**config.mk**
```make
export PLATFORM = sky130hd
export DESIGN_NAME = tx_byte_queue
export DESIGN_NICKNAME = d
export VERILOG_FILES = /design/src/rtl/tx_byte_queue.sv
export SDC_FILE = /design/constraint.sdc
export NUM_CORES = 1
export LEC_CHECK = 0
export CAP_MARGIN = 15
export CORE_MARGIN = 5
export CORE_UTILIZATION = 45
export CTS_CLUSTER_SIZE = 24
export DETAILED_ROUTE_END_ITERATION = 10
export GPL_TIMING_DRIVEN = 0
export PLACE_DENSITY_LB_ADDON = 0.05
export RECOVER_POWER = 25
export SLEW_MARGIN = 10
export SYNTH_ARGS = -nofsm -noshare
export SYNTH_HDL_FRONTEND = slang
export SYNTH_SLANG_ARGS = --single-unit
```
**constraint.sdc**
```tcl
create_clock -name clk -period 3.6 [get_ports clk]
set_input_delay 0.36 -clock clk [delete_from_list [all_inputs] [get_ports clk]]
set_output_delay 0.36 -clock clk [all_outputs]
set_load 0.01 [all_outputs]
```
**src/rtl/tx_byte_queue.sv**
```systemverilog
`timescale 1ns/1ps
// Byte FIFO between the CPU transmit strobe and uart_tx; drains one byte per serializer frame.
// Latency: a push into an empty idle queue pops on the next edge; tx_dv pulses for one cycle.
// Backpressure: none upstream (a push while full is dropped and flagged); downstream waits on tx_done.
module tx_byte_queue #(
    parameter int DEPTH  = 8,
    parameter int ADDR_W = 3
) (
    input  logic              clk,
    input  logic              rst,
    input  logic              wr_en,
    input  logic [7:0]        wr_data,
    input  logic              flush,
    input  logic              tx_active,
    input  logic              tx_done,
    output logic              tx_dv,
    output logic [7:0]        tx_byte,
    output logic              full,
    output logic              empty,
    output logic [ADDR_W:0]   count,
    output logic              overflow
);

    typedef enum logic [1:0] {
        IDLE  = 2'd0,
        SEND  = 2'd1,
        WAIT  = 2'd2,
        GUARD = 2'd3
    } state_t;

    state_t              state;
    logic [7:0]          mem [DEPTH];
    logic [ADDR_W-1:0]   wp;
    logic [ADDR_W-1:0]   rp;
    logic                push;
    logic                pop;

    assign full  = (count == (ADDR_W+1)'(DEPTH));
    assign empty = (count == '0);

    // full is the pre-edge value, so a pop on the same edge never makes room for a push
    assign push = wr_en && !full && !flush;
    assign pop  = (state == IDLE) && !empty && !tx_active && !flush;

    always_ff @(posedge clk) begin
        if (push) begin
            mem[wp] <= wr_data;
        end
    end

    always_ff @(posedge clk or negedge rst) begin
        if (!rst) begin
            wp       <= '0;
            rp       <= '0;
            count    <= '0;
            overflow <= 1'b0;
        end else if (flush) begin
            wp       <= '0;
            rp       <= '0;
            count    <= '0;
            overflow <= 1'b0;
        end else begin
            if (push) begin
                wp <= wp + 1'b1;
            end
            if (pop) begin
                rp <= rp + 1'b1;
            end
            if (push && !pop) begin
                count <= count + 1'b1;
            end else if (!push && pop) begin
                count <= count - 1'b1;
            end
            if (wr_en && full) begin
                overflow <= 1'b1;
            end
        end
    end

    // Flush does not touch the drain sequence; an in-flight frame completes normally
    always_ff @(posedge clk or negedge rst) begin
        if (!rst) begin
            state   <= IDLE;
            tx_dv   <= 1'b0;
            tx_byte <= 8'h00;
        end else begin
            case (state)
                IDLE: begin
                    tx_dv <= 1'b0;
                    if (pop) begin
                        tx_byte <= mem[rp];
                        tx_dv   <= 1'b1;
                        state   <= SEND;
                    end
                end
                SEND: begin
                    tx_dv <= 1'b0;
                    state <= WAIT;
                end
                WAIT: begin
                    tx_dv <= 1'b0;
                    if (tx_done) begin
                        state <= GUARD;
                    end
                end
                GUARD: begin
                    tx_dv <= 1'b0;
                    state <= IDLE;
                end
                default: begin
                    tx_dv <= 1'b0;
                    state <= IDLE;
                end
            endcase
        end
    end

endmodule

```
Word level (Yosys, flattened, before mapping)
Memories as Yosys holds them, arrays and structs flattened. A register that Yosys moved wholly into a read port is not among the register bits.
Index checks and enable logic that the tools add are counted.
{ "word_totals": {"regBits": 14, "latchBits": 0, "ramBits": 64, "rom_bits": 0, "inputBits": 14, "out_inout_bits": 16, "wordCells": 57, "memories": 1} }
{ "classes": {"addsub": 4, "multipliers": 0, "n_div": 0, "n_lt_le_gt_ge": 0, "n_eq_ne": 6, "shift": 0, "muxes": 16, "bitwise": 0, "reduce_logical": 24} }
{ "memory_table": {"columns": ["memory", "words", "word_bits", "rd", "rd_ports_with_merged_regs", "write_ports", "line_no", "text"], "rows": [
  ["mem", 8, 8, 1, 1, 1, "32", "logic [7:0] mem [DEPTH];"]
]} }
{ "ops": {"columns": ["operator", "n"], "rows": [
  ["3-bit two-way mux", 4],
  ["4-bit two-way mux", 3],
  ["1-bit logical AND", 8],
  ["2-bit one-hot mux with 4 select lines", 1],
  ["1-bit zero test", 7],
  ["3-bit by 1-bit adder with 3-bit output (second input constant)", 2],
  ["2-bit nonzero test", 3],
  ["1-bit two-way mux", 5],
  ["4-bit by 1-bit adder with 4-bit output (second input constant)", 1],
  ["2-bit equality test (second input constant)", 2],
  ["4-bit equality test (second input constant)", 1],
  ["4-bit zero test", 1],
  ["2-bit two-way mux", 2],
  ["2-bit inequality test (second input constant)", 2],
  ["2-bit AND reduction", 2],
  ["4-bit by 1-bit subtractor with 4-bit output (second input constant)", 1],
  ["3-bit nonzero test", 1],
  ["3-bit OR reduction", 1],
  ["2-bit by 1-bit equality test with 1-bit output (second input constant)", 1],
  ["2-bit zero test", 1],
  ["1-bit one-hot mux with 2 select lines", 1]
]} }

Longest topological paths before layout
Gate-level depths: netlist of run 1.
{ "logic_depth": {"depth_word": 9, "ltp_mapped": 9, "depth_no_buf": 9} }

Worst setup path before layout of run 1
No wires, ideal clock.
{ "synth_timing": {"path_type": "register to register", "from": "register count[1]", "to": "register count[3]", "setup_ps": 140, "arrival_ps": 2212, "required_time_ps": 3460, "path_slack_ps": 1248, "path_stages_with_launch": 10, "path_buffers": 0, "synth_period_minus_slack_ps": 2352, "cell_sequence": "dfrtp_1 > or4b_4 > clkinv_2 > nor3_1 > o21ai_0 > ha_1 > a21oi_1 > a21boi_0 > mux2i_1 > o311ai_1"} }
{ "synth_via": {"word_cells_on_any_way": 19, "cone_classes": "2 x add/sub; 1 x eq/ne; 3 x mux; 13 x reduce/logical"} }
{ "synth_lines": {"columns": ["element", "line_no", "text"], "rows": [
  ["start: declaration", "20", "output logic [ADDR_W:0] count,"],
  ["start signal: assignment", "70", "count <= count + 1'b1;"],
  ["start signal: assignment", "72", "count <= count - 1'b1;"],
  ["4-bit equality test (*)", "38", "assign full = (count == (ADDR_W+1)'(DEPTH));"],
  ["via full", "18", "output logic full,"],
  ["1-bit zero test (*)", "42", "assign push = wr_en && !full && !flush;"],
  ["1-bit logical AND (*) (2 in a row)", "42", null],
  ["1-bit logical AND / 1-bit zero test (equally long branches)", "69, 71", null],
  ["4-bit two-way mux / 1-bit logical AND (equally long branches)", "69, 71", null],
  ["4-bit two-way mux / 3-bit nonzero test (equally long branches)", null, null]
]} }
Mark *: on every way through the listed nets, which the timed path passes. The rest lies on a longest branch. The select of a mux whose other input is x is not followed.
A chain may end at the register's enable or synchronous reset.

Final worst setup path of run 1
{ "layout_timing": {"from": "register count[0]", "to": "register count[3]"} }
{ "layout_via": {"elab_chain_cells": 9, "word_cells_on_any_way": 19, "cone_classes": "2 x add/sub; 1 x eq/ne; 3 x mux; 13 x reduce/logical"} }
{ "layout_lines": {"columns": ["element"], "rows": [
  ["parallel branches: the longest is 9 deep, another holds 4-bit by 1-bit subtractor with 4-bit output"]
]} }
Parallel ways; which one is timed is not known. The select of a mux whose other input is x is not followed.

==> results of run 1 <==
[area by class of cell]
| cell class | count | area [um2] | area share [%] |
|---|---|---|---|
| tap | 102 | 128 | 3.03 |
| inverter | 10 | 43.8 | 1.04 |
| clock inverter | 7 | 48.8 | 1.16 |
| clock buffer | 9 | 124 | 2.94 |
| timing repair buffer | 31 | 299 | 7.11 |
| multi-input combinational | 115 | 1060 | 25.2 |
| buffer | 7 | 30.0 | 0.714 |
| sequential | 86 | 2470 | 58.8 |
[cell families after synthesis]
logic type / count (synthesis)
AO/OA/AOI/OAI: 25
XOR/XNOR: 5
adder cells (fa/ha/maj): 8
buffers and inverters: 17
flip-flops: 86
multiplexers: 26
AND/OR/NAND/NOR: 51
[metrics by stage]
stage	total power (W)	instance area, um2	setup WS, ns	hold WS (ns)
after floorplan	0.00172	3600	1.25	0.0644
after CTS	0.00261	4210	1.01	0.511
after detailed placement	0.00202	4040	0.729	0.492
after global placement	0.00200	4020	0.401	0.479
after global routing	0.00273	4210	0.869	0.397
final	0.00258	4210	0.990	0.252
[per-layer routing]
| metal | share of wire [%] | global-route usage, % | vias to the layer above |
|---|---|---|---|
| met1 | 48 | 21.1 | 954 |
| met5 | 0 | 0 | - |
| met3 | 4.2 | 3.72 | 6 |
| met2 | 47 | 22.2 | 47 |
| met4 | 1.1 | 4.10 | 0 |
| li1 | - | - | 913 |
[sequential cells by signal, indices dropped and copies added, names as in the netlist]
| signal | cells |
|---|---|
| count | 4 |
| mem | 64 |
| overflow | 1 |
| rp | 3 |
| state | 2 |
| tx_byte | 8 |
| tx_dv | 1 |
| wp | 3 |
[power groups by stage]
stage               logic [W]  clock network (W)  registers (W)
detailed placement   0.000753                  0        0.00126
CTS                  0.000755           0.000612        0.00124
global route         0.000814           0.000657        0.00125
floorplan            0.000440                  0        0.00128
global placement     0.000743                  0        0.00126
finish               0.000738           0.000599        0.00124
[synth_stat cells, drive strengths merged]
master    n  area, um2
a2bb2oi   1       15.0
nand2b    5       31.3
nand4     1       6.26
and2      1       6.26
nand2     6       22.5
a21boi    1       7.51
and2b     1       7.51
nand3     4       20.0
fa        1       20.0
a211oi    2       32.5
dfrtp    22        551
a21oi    14       70.1
nor2     22       82.6
or4b      1       13.8
nor3      6       35.0
nor3b     2       25.0
xor2      3       26.3
edfxtp   64       1920
buf       4       18.8
mux4     16        360
mux2i     9       90.1
clkinv    2       13.8
clkbuf    3       11.3
or4       1       11.3
ha        7       87.6
xnor2     2       17.5
o21ai     5       25.0
o32a      1       10.0
inv       8       30.0
or3b      1       8.76
o311ai    1       8.76
mux2      1       11.3
[critical path, delay by kind of cell (launching register included)]
family          cells  cell delay [ns]
mux                 1             0.15
simple gates        2             0.69
flops               1             0.47
compound gates      4             0.71
fa+ha+maj           1             0.36
buf+inv             1             0.11
[worst max-delay path by stage]
stage | from | to | slack [ns]
finish | count[0]$_DFFE_PN0P_ | count[3]$_DFFE_PN0P_ | 0.99
global route | count[3]$_DFFE_PN0P_ | count[3]$_DFFE_PN0P_ | 0.87
detailed placement | wr_en | count[3]$_DFFE_PN0P_ | 0.73
CTS | count[0]$_DFFE_PN0P_ | count[3]$_DFFE_PN0P_ | 1.01
floorplan | count[1]$_DFFE_PN0P_ | count[3]$_DFFE_PN0P_ | 1.25
global placement | wr_en | mem[0][5]$_DFFE_PP_ | 0.40
==> results.md, run 1 <==
* Detailed placer's ending HPWL at roughly 4.5 mm
* Die ar. at just under 10,000 um2
* Largest family of logic cells by synthesized area: multiplexers
* Endpoints failing setup at 0
* Overall die width at slightly below 100 um
* Area fraction in and, or, nand and nor cells after synthesis at under 10%
* Switching share of power at 30.2%
* Unrepaired setup endpoints after global routing: no
* Total standard cell area after synthesis at about 3600 um2
* Fraction of final layout cells sized beyond drive strength 1 at between 10% and 20%
* Ports placed on the boundary at 30
* Starting utilization of the core area at a little under half
* Type of element launching the critical path: flop
* Clock-pin slew reported for the worst setup and hold paths after clock tree synthesis at 0.10 ns
* Pre-Repair DR Iteration Count at 4
* Share of cell area taken by muxes after synthesis at between 10% and 20%
* Area overhead of the layout relative to synthesis at 16.9%
* Number of antenna violations at the first check in global routing at 0
* Xor-xnor portion of the synthesized cell area at under 10%
* Number of max-slew violations in the final report at 0
* Commonest cells after routing, fill and taps aside: 64 x edfxtp_1, 24 x clkdlybuf4s50_1, 22 x nor2_1, 22 x dfrtp_1, 16 x mux4_2
* Pin count of the biggest net entering global routing at 23
* Crit. End Element: flop
* Max VDD drop at between 200 and 300 uV
* Register bit total from synthesis at 86
* Post CTS Setup Buffer Count at 0
* Detail Route Antenna Nets at 0
* Fraction of the mapped netlist area in adder cells at ~3.0%
* Drt via density at 5.23
* Post-synthesis cell type count at 36
* Total internal power at 0.00180 W
* Logic gate share of total power at 28.6%
* All-layer global routing usage at between 10% and 20%
* Maximum cell stage delay along the critical path at approximately 0.61 ns
* Sequential group share of total power at approximately 48%
* # port buffers at 29
* Site row count at 32
* Complex-gate fraction of the synthesized area at ~4.7%
* Register-to-register setup slack at approximately 1 ns
* Core Footprint at just under 8000 um2
* Die Height at 99.4 um
* TritonCTS clock tree: done
* Leading cell type in the layout, fill and taps excluded: edfxtp_1
* Fill cells at ~620
* H-tree levels at 3
* Maximum achievable frequency at between 0.3 and 0.4 GHz
* Post-route clock period utilization at between 70 and 80%
* Sum of routed wire length over all layers at 6.80 mm
* R2r endpoint: count[3]$_DFFE_PN0P_
* Final std cells w/o fill at ~370
* Total power density per cell area at about 610 nW/um2
* Clk pwr share at a little under a quarter
* Largest clock skew in the final design at around 0.017 ns
* DRC marker count from the first detailed-route iteration at 76
* Hold violation count in the final report at 0
* Inserted Clock Buffers at 9
* Synth warnings at 0
* Largest fanout of any net on the critical path at 7
* Final weighted congestion in routability-driven placement at about 0.74
* Remaining DRCs at 0
* Min Tclk post-route at 2.61 ns
* Maximum buffer depth of the clock tree at 2
* Max-slew headroom at the worst pin at 14.9%
* Total placed cells including tap cells at around 350
* Status: finished, final reports clean
* Clock root buffer master: clkbuf_8
* First-pass GRT wire length at around 11 mm
* Number of violations of the max-capacitance limit at 0
* Setup TNS at 0 ns
* Sink Count at between 80 and 90
* Instance count of the mapped netlist at 218
* Vias after detailed routing at 1,920
* Leakage power at ~1.4 nW
* Remaining global-route overflow at 0
* Crit-path cells: or4b_4 -> clkinv_2 -> nor3_1 -> o21ai_0 -> ha_1 -> a21oi_1 -> a21boi_0 -> mux2i_1 -> o311ai_1
* Syn Nets at 240
* Arrival time of data at the critical path endpoint at around 2.8 ns
* Cell type of the slowest stage on the worst timing path: or4b_4
* Worst Path Class, Setup: flop to flop
* CP required at roughly 3.8 ns
* Worst r2r src: count[0]$_DFFE_PN0P_
* Hold/Removal Path Class: primary input to async pin
* Switch Pwr at roughly 0.0008 W
* Antenna diode instance count at 0
* Core occupancy in the finished layout at between 50% and 60%
* Later-pin clock latency in the skew report at between 0.3 and 0.4 ns
* Cts hold-fix bufs at 0
* Measured slew at the worst slew-check pin at 1.28 ns
* R2r worst-path depth at 9
* DR WL/cell at between 15 and 20 um
* Number of global-route vias before repair at roughly 1,900
* Avg Inst Size Synth at ~17 um2
* Sequential element share of the synthesized area at 68.7%
* Gates resized, CTS repair at 0
* # nets final at between 200 and 300
(Power assumes the default switching activity.)
==> run 2: changes to the inputs <==
==> constraint.sdc (replaced) <==
create_clock -name clk -period 2.1 [get_ports clk]
set_input_delay 0.21 -clock clk [delete_from_list [all_inputs] [get_ports clk]]
set_output_delay 0.21 -clock clk [all_outputs]
set_load 0.01 [all_outputs]
==> run 2 against run 1 <==
  * Fmax grew 16%
  * Hold slack gained 0.13 ns
  * Non-clock buffer count grew 14
  * Critical path type unchanged
  * Register-to-register slack lost 1.1 ns
  * Setup slack lost 1.1 ns
  * Via count grew 2.4%
  * Design area grew 5.5%
  * First-iteration DRC count shrank 25%
  * The flow now finishes with violations (negative setup slack)
  * Sequential power grew 72%
  * Sequential share of layout area shrank 3.0 points
==> results.md, run 2 (synthesis gave the netlist of run 1 again) <==
* Cell type of the slowest stage on the worst timing path: or4b_4
* Clock-pin slew reported for the worst setup and hold paths after clock tree synthesis at 0.08 ns (-0.02 ns)
* Critical path endpoint: count[1]$_DFFE_PN0P_
* Number of violations of the max-capacitance limit at 0 (unchanged)
* DRC marker count from the first detailed-route iteration at 57 (-25%)
* Worst r2r src: count[0]$_DFFE_PN0P_
* # nets final at 296 (+5.0%)
* Max-slew headroom at the worst pin at 46.4% (+31 points)
* Fill cells at 630 (+0.96%)
* Final std cells w/o fill at 380 (+3.5%)
* Number of global-route vias before repair at 2,134 (+14%)
* Worst Path Class, Setup: flop to flop
* Remaining global-route overflow at 0 (unchanged)
* Crit-path cells: or4b_4 -> clkinv_4 -> nor3_4 -> buf_6 -> o21ai_4 -> inv_2 -> fa_2 -> o21ai_1 -> nor3b_2
* TritonCTS clock tree: done
* R2r endpoint: count[1]$_DFFE_PN0P_
* First-pass GRT wire length at 11.4 mm (+6.0%)
* Maximum cell stage delay along the critical path at 0.57 ns (-0.04 ns)
* Commonest cells after routing, fill and taps aside: 64 x edfxtp_1, 20 x clkdlybuf4s50_1, 19 x dfrtp_1
* Violations in the final reports: negative setup slack
* Maximum achievable frequency at 0.445 GHz (+16%)
* Leading cell type in the layout, fill and taps excluded: edfxtp_1
* Leakage power at 1.55 nW (+7.0%)
* Hold/Removal Path Class: primary input to async pin
* Total power density per cell area at 1080 nW/um2 (+77%)
* Die ar. at 9890 um2 (unchanged)
* Hold violation count in the final report at 0 (unchanged)
* Post-route clock period utilization at 107% (+34 points)
* R2r worst-path depth at 9 (unchanged)
* Site row count at 32 (unchanged)
* Type of element launching the critical path: flop
* Sink Count at 86 (unchanged)
* Register-to-register setup slack at -0.15 ns (-1.14 ns)
* Later-pin clock latency in the skew report at 0.34 ns (-0.02 ns)
* Worst setup slack after placement at -0.487 ns (-1.22 ns)
* Detailed placer's ending HPWL at 4.40 mm (-2.9%)
* Measured slew at the worst slew-check pin at 0.805 ns (-0.472 ns)
* Starting utilization of the core area at 46.3% (unchanged)
* Register name with the most flops: mem
* Total placed cells including tap cells at 349 (-0.57%)
* Worst setup slack after layout at -0.145 ns (-1.14 ns)
* Min Tclk post-route at 2.25 ns (-0.364 ns)
* DR WL/cell at 18.5 um (-0.17%)
* Largest fanout of any net on the critical path at 3 (-4)
* Area overhead of the layout relative to synthesis at 23.4%
* Clock root buffer master: clkbuf_8
* Final weighted congestion in routability-driven placement at 0.693 (-5.9%)
* Ports placed on the boundary at 30 (unchanged)
* Sum of routed wire length over all layers at 7.03 mm (+3.4%)
* Largest regs: mem: 64 flops, tx_byte: 8 flops, count: 4 flops
* Status: finished, violations left
* Critical path startpoint: count[0]$_DFFE_PN0P_
* Inserted Clock Buffers at 9 (unchanged)
* Pre-Repair DR Iteration Count at 4 (unchanged)
* Fraction of final layout cells sized beyond drive strength 1 at 29.9% (+12 points)
* Number of max-slew violations in the final report at 0 (unchanged)
* Drt via density at 5.18 (-1.1%)
* Pin count of the biggest net entering global routing at 23 (unchanged)
* # port buffers at 29 (unchanged)
* Arrival time of data at the critical path endpoint at 2.46 ns (-0.38 ns)
* Number of antenna violations at the first check in global routing at 0 (unchanged)
* Remaining DRCs at 0 (unchanged)
* Maximum buffer depth of the clock tree at 2 (unchanged)
* Antenna diode instance count at 0 (unchanged)
* Max VDD drop at 539 uV (+89%)
* Number of flip-flops in the largest register at 64 (unchanged)
* Vias after detailed routing at 1,967 (+2.4%)
* Largest clock skew in the final design at 0.0106 ns (-0.00595 ns)
* Die Height at 99.4 um (unchanged)
* Unrepaired setup endpoints after global routing: yes
* All-layer global routing usage at 15.5% (+0.86 points)
* CP required at 2.31 ns (-1.52 ns)
* Core Footprint at 7770 um2 (unchanged)
* Detail Route Antenna Nets at 0 (unchanged)
* Crit. End Element: flop
* Endpoints failing setup at 4 (+4)
* H-tree levels at 3 (unchanged)
* Overall die width at 99.4 um (unchanged)
==> run 2: area by class of cell <==
| type | count | area, um2 | area share [%] |
|---|---|---|---|
| flip-flops and latches | 86 | 2480 | 55.8 |
| multi-input cells | 115 | 1160 | 26.2 |
| repair buffers | 45 | 402 | 9.05 |
| well taps | 102 | 128 | 2.87 |
| clock buffers | 9 | 124 | 2.79 |
| clock inverters | 6 | 61.3 | 1.38 |
| inverters | 10 | 47.5 | 1.07 |
| plain buffers | 7 | 37.5 | 0.846 |
==> run 2: worst max-delay path, delay by kind of cell, from the launching register on <==
| kind | cells | cell delay [ns] |
|---|---|---|
| adder cells (fa/ha/maj) | 1 | 0.51 |
| buffers and inverters | 3 | 0.26 |
| flip-flops | 1 | 0.43 |
| AND/OR/NAND/NOR | 3 | 0.77 |
| AO/OA/AOI/OAI | 2 | 0.13 |
==> run 2: worst min path at each step <==
stage                             end  cells after the start
3_5_place_dp     overflow$_DFFE_PN0P_                      2
2_1_floorplan    count[0]$_DFFE_PN0P_                      0
3_3_place_gp     overflow$_DFFE_PN0P_                      2
4_1_cts          count[2]$_DFFE_PN0P_                      1
5_1_grt        tx_byte[5]$_DFFE_PN0P_                      2
6_report         count[2]$_DFFE_PN0P_                      2
==> run 2: per-layer routing <==
metal / up-vias / wire, um / track usage, % / part of all wire, %
met5: - / 0 / 0 / 0
met4: 0 / 84 / 5.36 / 1.2
met3: 7 / 295 / 4.70 / 4.2
met2: 45 / 3380 / 24.0 / 48
met1: 978 / 3270 / 21.0 / 46
li1: 937 / - / - / -
==> run 2: per-stage QoR <==
| step | TNS [ns] | util (%) | instance area [um2] | power (W) | hold slack, ns |
|---|---|---|---|---|---|
| global placement | -33.87 | 52.3 | 4060 | 0.00349 | 0.480 |
| floorplan | -0.0833 | - | 3640 | 0.00301 | -0.0856 |
| detailed placement | -28.94 | 52.4 | 4070 | 0.00351 | 0.487 |
| finish | -0.342 | 57.2 | 4440 | 0.00481 | 0.380 |
| CTS | -4.11 | 56.4 | 4380 | 0.00480 | 0.477 |
| global route | -0.632 | 57.2 | 4440 | 0.00509 | 0.423 |
==> run 2: power by group <==
part / switching, W / internal [W] / total [W]
Sequential: 0.000113 / 0.00201 / 0.00213
Clock: 0.000560 / 0.000541 / 0.00110
Combinational: 0.000747 / 0.000832 / 0.00158
==> run 2: timing repair <==
item | in CTS | in global routing
hold buffers | 0 | 1
resized for setup | 19 | 12
endpoints found under the setup margin | 79 | 51
pin swaps | 7 | 6
hold endpoints to repair | 0 | 22
setup buffers | 12 | 3
==> run 3: changes to the inputs <==
==> constraint.sdc (replaced) <==
create_clock -name clk -period 2.29 [get_ports clk]
set_input_delay 0.229 -clock clk [delete_from_list [all_inputs] [get_ports clk]]
set_output_delay 0.229 -clock clk [all_outputs]
set_load 0.01 [all_outputs]
==> run 3 against run 2 <==
  * Die area stayed put
  * Non-clock buffer count fell by 8
  * Power down 10%
  * Setup slack better by 0.23 ns
  * Cell count fell by 1.8%
  * Via count grew 1.7%
  * Clock skew grew 0.0026 ns
  * Clock power is essentially flat
  * Combinational power is 19% lower
  * Sequential share of layout area rose by 0.94 points
  * The flow now finishes without violations
  * Critical path depth shrank 6
  * Critical path type is now flop to output pin
==> results.md, run 3 (synthesis gave the netlist of run 1 again) <==
* Pre-Repair DR Iteration Count at 4 (unchanged)
* Inserted Clock Buffers at 9 (unchanged)
* Sequential group share of total power at 45.4% (+1.2 points)
* Max VDD drop at 483 uV (-10%)
* Leading cell type in the layout, fill and taps excluded: edfxtp_1
* Worst setup slack after layout at 0.0818 ns (+0.227 ns)
* Arrival time of data at the critical path endpoint at 1.98 ns (-0.48 ns)
* Worst setup slack after placement at -0.394 ns (+0.0926 ns)
* DRC marker count from the first detailed-route iteration at 99 (+74%)
* Total chip power at 0.00431 W (-10%)
* Switching share of power at 30.3% (+0.74 points)
* H-tree levels at 3 (unchanged)
* # nets final at 288 (-2.7%)
* Status: finished, final reports clean
* Hold violation count in the final report at 0 (unchanged)
* Number of flip-flops in the largest register at 64 (unchanged)
* Sink Count at 86 (unchanged)
* Post-route clock period utilization at between 90% and 100%
* Ports placed on the boundary at 30 (unchanged)
* Area overhead of the layout relative to synthesis at 21.3%
* Pin count of the biggest net entering global routing at 23 (unchanged)
* First-pass GRT wire length at 11.6 mm (+1.9%)
* Detail Route Antenna Nets at 0 (unchanged)
* Later-pin clock latency in the skew report at 0.35 ns (about the same)
* Number of max-slew violations in the final report at 0 (unchanged)
* Remaining DRCs at 0 (unchanged)
* Leakage power at 1.50 nW (-3.3%)
* Switch Pwr at 0.00131 W (-8.0%)
* Remaining global-route overflow at 0 (unchanged)
* Number of global-route vias before repair at 2,068 (-3.1%)
* Largest regs: mem: 64 flops, tx_byte: 8 flops, count: 4 flops
* Total power density per cell area at 988 nW/um2 (-8.7%)
* Final weighted congestion in routability-driven placement at 0.745 (+7.4%)
* CP required at 2.06 ns (-0.25 ns)
* Site row count at 32 (unchanged)
* Endpoints failing setup at 0 (-4)
* Maximum buffer depth of the clock tree at 2 (unchanged)
* Total internal power at 0.00301 W (-11%)
* Die ar. at 9890 um2 (unchanged)
* Vias after detailed routing at 2,000 (+1.7%)
* Logic gate share of total power at 29.7% (-3.2 points)
* Overall die width at 99.4 um (unchanged)
* Clock root buffer master: clkbuf_8
* Hold/Removal Path Class: primary input to async pin
* Starting utilization of the core area at 46.3% (unchanged)
* Clk pwr share at 24.9% (+2.0 points)
* Commonest cells after routing, fill and taps aside: 64 x edfxtp_1, 21 x clkdlybuf4s50_1, 19 x dfrtp_1
* Drt via density at 5.36 (+3.6%)
* DR WL/cell at 19.6 um (+6.0%)
* Worst Path Class, Setup: flop to output pin
* Number of violations of the max-capacitance limit at 0 (unchanged)
* Number of antenna violations at the first check in global routing at 0 (unchanged)
* Fraction of final layout cells sized beyond drive strength 1 at 25.8% (-4.0 points)
* Min Tclk post-route at approximately 2.2 ns
* # port buffers at 29 (unchanged)
* Die Height at 99.4 um (unchanged)
* Register name with the most flops: mem
* TritonCTS clock tree: done
* Sum of routed wire length over all layers at 7.32 mm (+4.1%)
* Core Footprint at 7770 um2 (unchanged)
* Antenna diode instance count at 0 (unchanged)
* Unrepaired setup endpoints after global routing: no
* Detailed placer's ending HPWL at 4.54 mm (+3.2%)
* Max-slew headroom at the worst pin at 42.7% (-3.7 points)
* Crit. End Element: output pin
* All-layer global routing usage at 15.8% (+0.32 points)
* Clock-pin slew reported for the worst setup and hold paths after clock tree synthesis at 0.09 ns (about the same)
* Core occupancy in the finished layout at 56.2% (-0.95 points)
* Largest clock skew in the final design at 0.0131 ns (+0.00256 ns)
* Type of element launching the critical path: flop
* Maximum achievable frequency at ~0.45 GHz
* Measured slew at the worst slew-check pin at 0.860 ns (+0.0551 ns)
* Largest fanout of any net on the critical path at 5 (+2)
==> run 3: cell count changes in the layout (fill, tap and decap cells not counted), moves of 2 or more <==
| cell | before | now |
|---|---|---|
| o21ai_0 | 2 | 4 |
| buf_4 | 16 | 7 |
| clkinvlp_4 | 0 | 3 |
| clkinv_2 | 2 | 0 |
| nor3_4 | 4 | 2 |
| clkbuf_1 | 1 | 3 |
| clkbuf_2 | 3 | 1 |
| nor3_2 | 0 | 2 |
| o21ai_1 | 2 | 0 |
==> run 3: what timing repair did <==
item                                    CTS  global route
cloned                                    0             0
pin swaps                                 2             4
buffers inserted                          1             5
hold buffers                              0             1
endpoints found under the hold margin     0            22
gates resized for setup                   8            16
endpoints found under the setup margin   66            56
==> run 3: stage by stage <==
stage	hold WS (ns)	area (um2)	cells	TNS (ns)
6_report	0.397	4370	373	0
4_1_cts	0.514	4260	367	-1.95
3_5_place_dp	0.495	4040	350	-20.43
3_3_place_gp	0.490	4020	349	-28.82
5_1_grt	0.458	4370	373	0
2_1_floorplan	-0.0666	3600	218	0
==> run 3: power by group through the flow <==
stage | sequential [W] | clock, W | combinational, W
6_report | 0.00196 | 0.00107 | 0.00128
5_1_grt | 0.00199 | 0.00117 | 0.00140
4_1_cts | 0.00195 | 0.00111 | 0.00120
3_5_place_dp | 0.00199 | 0 | 0.00119
3_3_place_gp | 0.00198 | 0 | 0.00117
2_1_floorplan | 0.00201 | 0 | 0.000700
==> run 3: critical path, cell delays in order (launching register included) <==
cell	delay, ns
dfrtp_2	0.45
or4b_4	0.57
inv_4	0.08
clkdlybuf4s50_1	0.53
==> run 3: cell type report <==
class                      count  area (um2)
buffer                         7        31.3
clock buffer                  10         128
clock inverter                 6        72.6
fill                         621        3400
inverter                      10        45.0
multi-input combinational    115        1140
sequential                    86        2480
tap                          102         128
timing repair buffer          37         347
==> run 3: path summary, 6_finish.rpt <==
check,slack [ns],depth (start not counted),from,end
max in group asynchronous,1.49,2,rst,count[2]$_DFFE_PN0P_
worst min-delay path,0.40,2,rst,count[3]$_DFFE_PN0P_
worst min register to register,0.52,1,state[0]$_DFFE_PN0P_,state[0]$_DFFE_PN0P_
min in group clk,0.52,1,state[0]$_DFFE_PN0P_,state[0]$_DFFE_PN0P_
worst max register to register,0.12,8,count[1]$_DFFE_PN0P_,count[1]$_DFFE_PN0P_
worst max-delay path,0.08,3,count[1]$_DFFE_PN0P_,full
==> run 3: metal layers <==
layer | GRT usage (%) | routed length (um) | up-vias
met5 | 0 | 0 | -
met2 | 26.1 | 3640 | 48
li1 | - | - | 924
met1 | 21.0 | 3250 | 1020
met3 | 2.88 | 349 | 8
met4 | 5.78 | 83 | 0
